<file path="src/rtl/uart_pkg.sv">
// Shared types and constants for the UART receive path: state encoding,
// supported baud rates, and the 16x oversampling divisor calculation.
package uart_pkg;

   localparam int unsigned OVS         = 32'd16;
   localparam int unsigned BAUD_9600   = 32'd9600;
   localparam int unsigned BAUD_19200  = 32'd19200;
   localparam int unsigned BAUD_57600  = 32'd57600;
   localparam int unsigned BAUD_115200 = 32'd115200;

   typedef enum logic [2:0] {
      IDLE      = 3'd0,
      START     = 3'd1,
      DATA      = 3'd2,
      STOP      = 3'd3,
      WAIT_HIGH = 3'd4
   } rx_state_t;

   // Clocks per oversample tick for a given baud select, rounded down.
   function automatic int unsigned baud_div(input int unsigned clk_hz, input logic [1:0] sel);
      int unsigned baud;
      case (sel)
         2'b00:   baud = BAUD_9600;
         2'b01:   baud = BAUD_19200;
         2'b10:   baud = BAUD_57600;
         default: baud = BAUD_115200;
      endcase
      return clk_hz / (baud * OVS);
   endfunction

endpackage

</file>
<file path="src/rtl/uart_baud_tick_gen.sv">
// Oversample tick generator: one-cycle tick every DIV clocks for the
// selected baud rate. Any change of the baud select restarts the count.
import uart_pkg::*;

module uart_baud_tick_gen #(
   parameter int unsigned CLK_FREQ_HZ = 100_000_000
) (
   input  logic       clk_in,
   input  logic       reset,
   input  logic [1:0] S,
   output logic       tick
);

   localparam int unsigned DIV_0   = baud_div(CLK_FREQ_HZ, 2'b00);
   localparam int unsigned DIV_1   = baud_div(CLK_FREQ_HZ, 2'b01);
   localparam int unsigned DIV_2   = baud_div(CLK_FREQ_HZ, 2'b10);
   localparam int unsigned DIV_3   = baud_div(CLK_FREQ_HZ, 2'b11);
   // The slowest baud has the largest divisor and sets the counter width.
   localparam int unsigned CW      = (DIV_0 > 32'd1) ? $clog2(DIV_0) : 32'd1;
   localparam logic [CW-1:0] LAST_0 = CW'(DIV_0 - 32'd1);
   localparam logic [CW-1:0] LAST_1 = CW'(DIV_1 - 32'd1);
   localparam logic [CW-1:0] LAST_2 = CW'(DIV_2 - 32'd1);
   localparam logic [CW-1:0] LAST_3 = CW'(DIV_3 - 32'd1);

   logic [CW-1:0] cnt_d, cnt_q;
   logic [CW-1:0] last_s;
   logic [1:0]    s_d, s_q;
   logic          tick_d, tick_q;

   // Terminal count for the currently selected baud rate.
   always_comb begin
      case (S)
         2'b00:   last_s = LAST_0;
         2'b01:   last_s = LAST_1;
         2'b10:   last_s = LAST_2;
         default: last_s = LAST_3;
      endcase
   end

   // Next counter value; a baud change restarts the count from zero.
   always_comb begin
      s_d    = S;
      tick_d = 1'b0;
      cnt_d  = cnt_q;
      if (S != s_q) begin
         cnt_d = {CW{1'b0}};
      end else if (cnt_q == last_s) begin
         cnt_d  = {CW{1'b0}};
         tick_d = 1'b1;
      end else begin
         cnt_d = cnt_q + CW'(1'b1);
      end
   end

   // Divisor state and registered tick.
   always_ff @(posedge clk_in) begin
      if (reset) begin
         cnt_q  <= {CW{1'b0}};
         s_q    <= S;
         tick_q <= 1'b0;
      end else begin
         cnt_q  <= cnt_d;
         s_q    <= s_d;
         tick_q <= tick_d;
      end
   end

   assign tick = tick_q;

endmodule

</file>
<file path="src/rtl/uart_receiver_controller.sv">
// 8N1 UART receiver: synchronizes the serial line, oversamples it at 16x
// baud, validates start/stop bits and presents each byte with a strobe.
import uart_pkg::*;

module uart_receiver_controller #(
   parameter int unsigned CLK_FREQ_HZ = 100_000_000,
   parameter int unsigned OVERSAMPLE  = 16,
   parameter int unsigned SYNC_STAGES = 2
) (
   input  logic       clk_in,
   input  logic       reset,
   input  logic [1:0] S,
   input  logic       ser_in,
   output logic [7:0] data_out,
   output logic       data_valid,
   output logic       frame_err,
   output logic       busy
);

   // Sample points within a bit: middle of the start bit, then one full bit apart.
   localparam logic [3:0] SC_MID  = 4'(OVERSAMPLE / 32'd2 - 32'd1);
   localparam logic [3:0] SC_LAST = 4'(OVERSAMPLE - 32'd1);

   logic [SYNC_STAGES-1:0] sync_d, sync_q;
   logic [1:0]             s_q;
   logic                   rx_s;
   logic                   s_chg_s;
   logic                   tick_s;

   rx_state_t  state_d, state_q;
   logic [3:0] sc_d, sc_q;
   logic [2:0] bit_idx_d, bit_idx_q;
   logic [7:0] shift_d, shift_q;
   logic [7:0] data_out_d, data_out_q;
   logic       data_valid_d, data_valid_q;
   logic       frame_err_d, frame_err_q;
   logic       busy_d, busy_q;

   uart_baud_tick_gen #(
      .CLK_FREQ_HZ (CLK_FREQ_HZ)
   ) u_tick_gen (
      .clk_in (clk_in),
      .reset  (reset),
      .S      (S),
      .tick   (tick_s)
   );

   assign rx_s    = sync_q[SYNC_STAGES-1];
   assign s_chg_s = (S != s_q);

   // Shift the raw line into the synchronizer chain.
   always_comb begin
      sync_d = {sync_q[SYNC_STAGES-2:0], ser_in};
   end

   // Synchronizer flops (idle-high) and last baud select for change detection.
   always_ff @(posedge clk_in) begin
      if (reset) begin
         sync_q <= {SYNC_STAGES{1'b1}};
         s_q    <= S;
      end else begin
         sync_q <= sync_d;
         s_q    <= S;
      end
   end

   // Receive FSM next-state and output computation.
   always_comb begin
      state_d      = state_q;
      sc_d         = sc_q;
      bit_idx_d    = bit_idx_q;
      shift_d      = shift_q;
      data_out_d   = data_out_q;
      data_valid_d = 1'b0;
      frame_err_d  = frame_err_q;
      if (s_chg_s) begin
         // Baud change abandons any frame in flight; outputs are kept.
         state_d   = IDLE;
         sc_d      = 4'd0;
         bit_idx_d = 3'd0;
      end else begin
         case (state_q)
            IDLE: begin
               if (!rx_s) begin
                  state_d = START;
                  sc_d    = 4'd0;
               end else begin
                  state_d = IDLE;
               end
            end
            START: begin
               if (tick_s) begin
                  if (sc_q == SC_MID) begin
                     sc_d = 4'd0;
                     if (!rx_s) begin
                        state_d     = DATA;
                        bit_idx_d   = 3'd0;
                        frame_err_d = 1'b0;
                     end else begin
                        // Line went back high before mid-bit: a glitch, not a start.
                        state_d = IDLE;
                     end
                  end else begin
                     sc_d = sc_q + 4'd1;
                  end
               end else begin
                  sc_d = sc_q;
               end
            end
            DATA: begin
               if (tick_s) begin
                  if (sc_q == SC_LAST) begin
                     sc_d      = 4'd0;
                     shift_d   = {rx_s, shift_q[7:1]};
                     bit_idx_d = bit_idx_q + 3'd1;
                     if (bit_idx_q == 3'd7) begin
                        state_d = STOP;
                     end else begin
                        state_d = DATA;
                     end
                  end else begin
                     sc_d = sc_q + 4'd1;
                  end
               end else begin
                  sc_d = sc_q;
               end
            end
            STOP: begin
               if (tick_s) begin
                  if (sc_q == SC_LAST) begin
                     sc_d = 4'd0;
                     if (rx_s) begin
                        data_out_d   = shift_q;
                        data_valid_d = 1'b1;
                        frame_err_d  = 1'b0;
                        state_d      = IDLE;
                     end else begin
                        // Bad stop bit: keep the previous byte, wait out a break.
                        frame_err_d = 1'b1;
                        state_d     = WAIT_HIGH;
                     end
                  end else begin
                     sc_d = sc_q + 4'd1;
                  end
               end else begin
                  sc_d = sc_q;
               end
            end
            WAIT_HIGH: begin
               if (rx_s) begin
                  state_d = IDLE;
               end else begin
                  state_d = WAIT_HIGH;
               end
            end
            default: begin
               state_d   = IDLE;
               sc_d      = 4'd0;
               bit_idx_d = 3'd0;
            end
         endcase
      end
      busy_d = (state_d != IDLE);
   end

   // Receive FSM state, counters and registered outputs.
   always_ff @(posedge clk_in) begin
      if (reset) begin
         state_q      <= IDLE;
         sc_q         <= 4'd0;
         bit_idx_q    <= 3'd0;
         shift_q      <= 8'h00;
         data_out_q   <= 8'h00;
         data_valid_q <= 1'b0;
         frame_err_q  <= 1'b0;
         busy_q       <= 1'b0;
      end else begin
         state_q      <= state_d;
         sc_q         <= sc_d;
         bit_idx_q    <= bit_idx_d;
         shift_q      <= shift_d;
         data_out_q   <= data_out_d;
         data_valid_q <= data_valid_d;
         frame_err_q  <= frame_err_d;
         busy_q       <= busy_d;
      end
   end

   assign data_out   = data_out_q;
   assign data_valid = data_valid_q;
   assign frame_err  = frame_err_q;
   assign busy       = busy_q;

endmodule

</file>
<file path="config.mk">
export PLATFORM = sky130hd
export DESIGN_NAME = uart_receiver_controller
export DESIGN_NICKNAME = d
export VERILOG_FILES = /design/src/rtl/uart_pkg.sv /design/src/rtl/uart_baud_tick_gen.sv /design/src/rtl/uart_receiver_controller.sv
export SDC_FILE = /design/constraint.sdc
export NUM_CORES = 1
export LEC_CHECK = 0
export CORE_MARGIN = 2
export CORE_UTILIZATION = 61
export DETAILED_ROUTE_END_ITERATION = 8
export PLACE_DENSITY = 0.91
export SYNTH_ARGS = -nofsm -noshare
export SYNTH_HDL_FRONTEND = slang
export SYNTH_SLANG_ARGS = --single-unit
</file>
<file path="constraint.sdc">
create_clock -name clk_in -period 4.31 [get_ports clk_in]
set_clock_uncertainty 0.2 [all_clocks]
set_input_delay 0.431 -clock clk_in [delete_from_list [all_inputs] [get_ports clk_in]]
set_output_delay 0.431 -clock clk_in [all_outputs]
set_load 0.02 [all_outputs]
</file>
[After elaboration in Yosys (flattened, before gate mapping)]
Index checks and enable logic that the tools add are counted.
Word-level totals
  output and inout port bits: 11
  memories: 0
  bits in latches: 0
  logic and storage cells: 89
  flip-flop bits (word level): 44
  bits of input ports: 5
  RAM bits: 0
  ROM bits: 0
Operators by class
  reduce and logical (&&, ||, !) cells: 14
  multipliers: 0
  muxes and demuxes: 34
  divide/modulo/power cells: 0
  magnitude comparators: 0
  add/subtract/negate cells: 3
  bitwise logic cells: 6
  eq/ne operators: 20
  shift operators: 0
Operator list (count)
  3-bit two-way mux: 13
  10-bit case mux with 3 select lines: 1
  4-bit two-way mux: 5
  4-bit case mux with 4 select lines: 1
  3-bit case mux with 5 select lines: 1
  10-bit by 1-bit adder with 10-bit output, second input constant: 1
  10-bit equality test: 1
  1-bit two-way mux: 10
  2-bit inequality test, second input constant: 5
  3-bit case mux with 3 select lines: 1
  2-bit by 1-bit inequality test with 1-bit output, second input constant: 4
  4-bit AND reduction: 2
  7-bit AND reduction: 1
  3-bit by 2-bit equality test with 1-bit output, second input constant: 2
  3-bit equality test, second input constant: 2
  1-bit NOT: 6
  6-bit AND reduction: 1
  3-bit OR reduction: 2
  5-bit AND reduction: 1
  5-bit OR reduction: 1
  4-bit by 1-bit adder with 4-bit output, second input constant: 1
  4-bit by 3-bit equality test with 1-bit output, second input constant: 1
  4-bit equality test, second input constant: 1
  2-bit OR reduction: 2
  other kinds (11): 11

[Depth between registers and ports, before layout]
  depth after elaboration: 7
  depth in mapped cells: 7
  mapped depth without buffers: 6

[By module]
Synthesis repeated with hierarchy kept, for this count alone.
Second synthesis, totals
  cell total of the unflattened synthesis: 225
  area total of the unflattened synthesis: 2167.1 um^2
By module, submodules not included
  uart_receiver_controller: seq. area each 660.6 um^2, instances 1, area an instance 1475.2 um^2, cells each 150
  uart_baud_tick_gen: seq. area each 260.2 um^2, instances 1, area an instance 691.9 um^2, cells each 75

[Least setup slack after synthesis]
Ideal clock, no wire load.
  path kind: input -> register
  start point: in S[0]
  end point: reg u_tick_gen.cnt_q[2]
  path buffers: 1
  stages: 7
  required time: 3995 ps
  arrival time: 1664 ps
  setup slack: 2331 ps
  library setup time: 115 ps
  cell sequence: inv_1 ha_1 or4_1 a2bb2oi_1 a31o_1 buf_6 nor2_1
On the way
  cells in the longest elaborated chain, start to end: 4
  elaborated cells on any way between the ends: 7
  those cells by class: 4 x eq/ne; 1 x mux; 2 x reduce/logical
RTL lines
  from (decl): line uart_receiver_controller.sv:12  | input logic [1:0] S,
  2-bit equality test (tied with other cells): line uart_baud_tick_gen.sv:32  | case (S)
  10-bit case mux with 3 select lines: line uart_baud_tick_gen.sv:32
  10-bit equality test: line uart_baud_tick_gen.sv:47  | end else if (cnt_q == last_s) begin
  3-bit OR reduction (no source line) *
  to (signal assigned): line uart_baud_tick_gen.sv:58  | cnt_q <= {CW{1'b0}};
  to (signal assigned): line uart_baud_tick_gen.sv:62  | cnt_q <= cnt_d;
  to (decl): line uart_baud_tick_gen.sv:25  | logic [CW-1:0] cnt_d, cnt_q;
Mark *: on every way between the ends. The rest lies on a longest branch, timed or not.
A chain may end at the register's enable or synchronous reset.

[Final worst setup path]
  start point: in S[0]
  end point: reg u_tick_gen.cnt_q[3]
Same word-level chain as after synthesis.

==> results.json <==
{
  "synthDistinctLibCells": 38,
  "irDropWorstVdd_uv": 236,
  "path_max_fanout": 9,
  "drive_gt1_share_pct": 6.03,
  "cp.required_ns": 4.35,
  "die_h_um": 62.0,
  "coreArea_mm2": 0.00328,
  "crit_arrival_ns": 2.52,
  "synth_top_area_share_pct": 42.9,
  "area_growth_pct": 11.9,
  "fp.dieW_um": 62.0,
  "cp_slowest_stage_delay_ns": 0.59,
  "ys_warn_count": 0,
  "clock_latency_ns": 0.35,
  "syn_inst": 217,
  "ctsHoldBuffers": 0,
  "cts_sinks": 44,
  "worst_pin_slew_ns": 0.680,
  "clock_path_buffers": 2,
  "num_antenna_cells": 0,
  "htreeDepth": 2,
  "clockRootBuffer": "clkbuf_4",
  "drt-initial-drc-count": 103,
  "place_congestion": 0.839,
  "route.detailed.drc": 0,
  "pre_cts_slack_ns": 1.45,
  "ys_seq_elements": 44,
  "synth_area_leaders": "dfxtp_1, mux2i_1, nand2b_1",
  "dr.pass1.iters": 7,
  "vias_per_cell": 5.51,
  "rsz0062_at_grt": "false",
  "overflow": 0,
  "hpwl_um": 2610,
  "grt_pass1_wl_um": 6020,
  "synth_area_per_cell_um2": 9.47,
  "async_flop_share_pct": 0,
  "finalMaxSlewViolations": 0,
  "cts_resized": 0,
  "synth-edff-count": 0,
  "fin_setup_tns_ns": 0,
  "start_util_pct": 62.6,
  "setup_viol": 0,
  "finalHoldViolCount": 0,
  "synth.most_common_cell": "dfxtp_1",
  "postRouteAntennaNets": 0,
  "clkTransAtPathRegs_ns": 0.12,
  "grt_usage_pct": 21.5,
  "cts_setup_buffers": 0,
  "startpoint_type": "primary input",
  "p_leak_nw": 0.933,
  "rows": 21,
  "vias": 1531,
  "synth_area_mm2": 0.00205,
  "die-area_mm2": 0.00385,
  "tritoncts": "built",
  "crit_path_cell_trace": "clkdlybuf4s50_1 -> inv_1 -> ha_1 -> or4_1 -> a2bb2oi_1 -> a31o_1 -> nor2_1",
  "antenna_found_initial": 0,
  "fin_crit_ns": 2.47,
  "cp_slowest_cell": "clkdlybuf4s50_1",
  "num_io_pins": 16,
  "final.period_utilization_pct": 57.4,
  "crit_family": "buffers and inverters",
  "grt_pass1_vias": 1331,
  "fin_nets": 244,
  "crit_path_end_kind": "register",
  "path_buf_inv": 2,
  "yosys-top-cells-count": "dfxtp_1, nand2b_1, mux2i_1, nor2_1, nand3_1",
  "setup_slack_ns": 1.84,
  "clock.fmax_mhz": 404,
  "critPathKind": "in2reg",
  "cts_buffers": 5,
  "status": "finished clean",
  "io_buffer_count": 15,
  "hold_class": "reg2reg",
  "grt_max_degree": 26,
  "synth_flop_cell": "dfxtp_1",
  "cap_violations": 0,
  "wl_per_cell_um": 13.2,
  "synth_nets": 230,
  "wl_um": 3670,
  "yosysSeqAreaShare_pct": 42.9,
  "synth_top_area_cell": "dfxtp_1",
  "slew_headroom_pct": 54.3,
  "power_density_mw_per_mm2": 304
}
-- cells in the final DEF (no fill, tap or decap), types with 2 or more instances in the layout --
cell type        count
nand3_2              2
and3_1               4
mux2i_1             17
xor2_1               8
clkbuf_4             5
nor2b_1              2
or3_1                2
nor3_1               9
ha_1                 8
clkdlybuf4s50_1     15
a311oi_1             2
nand2b_1            19
nor4bb_1             2
nor2_1              17
nand2_1              6
o21ai_0              7
and2_1               3
o31ai_1              3
or4_1                4
a21oi_1              6
or2_2                2
dfxtp_1             44
nor4b_1              2
nand3_1             11
nand4_1              4
inv_1                7
xnor2_1              8
-- final timing paths --
check	from	to	slack, ns	cells past startpoint
worst max-delay path	S[0]	u_tick_gen.cnt_q[3]	1.84	7
worst min-delay path	sync_q[0]	sync_q[1]	0.22	1
worst max register to register	sc_q[0]	data_out[5]	2.38	5
worst min register to register	sync_q[0]	sync_q[1]	0.22	1
-- report_power, final --
part	leakage [nW]	switching [mW]	internal, mW	total, mW
combinational	0.536	0.0184	0.0143	0.0328
sequential	0.356	0.00327	0.410	0.413
clock	0.0412	0.133	0.121	0.254
-- layer usage --
metal | track usage (%) | routed length (um) | share of wire [%]
met1 | 28.8 | 1700 | 46
met2 | 32.6 | 1780 | 48
met3 | 6.63 | 125 | 3.4
met4 | 7.90 | 68 | 1.9
met5 | 0 | 0 | 0
-- state kept, by name (all words and copies together), names as in the netlist --
signal / flops
u_tick_gen.s_q: 2
shift_q: 8
busy: 1
sync_q: 2
u_tick_gen.tick: 1
data_valid: 1
bit_idx_q: 3
data_out: 8
frame_err: 1
state_q: 3
u_tick_gen.cnt_q: 10
sc_q: 4
-- metrics by stage --
| step | std cells | hold slack (ns) | total power [mW] | instance area (um2) | utilization, % |
|---|---|---|---|---|---|
| final | 278 | 0.224 | 0.700 | 2300 | 70.0 |
| after global routing | 278 | 0.233 | 0.726 | 2300 | 70.0 |
| after CTS | 278 | 0.226 | 0.703 | 2300 | 70.0 |
| after detailed placement | 270 | 0.195 | 0.455 | 2220 | 67.6 |
| after global placement | 270 | 0.192 | 0.454 | 2220 | 67.6 |
| after floorplan | 217 | 0.189 | 0.445 | 2050 | - |
-- layout make-up --
cell class	count	area, um2
clock inverter	3	42.5
tap	46	57.6
inverter	7	26.3
timing repair buffer	15	150
multi-input combinational	158	1100
sequential	44	881
clock buffer	5	37.5
fill	266	985
-- logic make-up (layout without fill, tap and decap cells) --
family	Yosys count	in the layout	share of synthesized area, %
AOI/OAI and AO/OA	25	25	8.22
xor gates and xnor gates	16	16	6.82
adders and majority gates	8	8	4.87
buffers and inverters	15	30	3.35
DFF	44	44	42.9
muxes	17	17	8.28
and+or+nand+nor	92	92	25.6
Note: power is estimated with default switching activity, not from simulation.
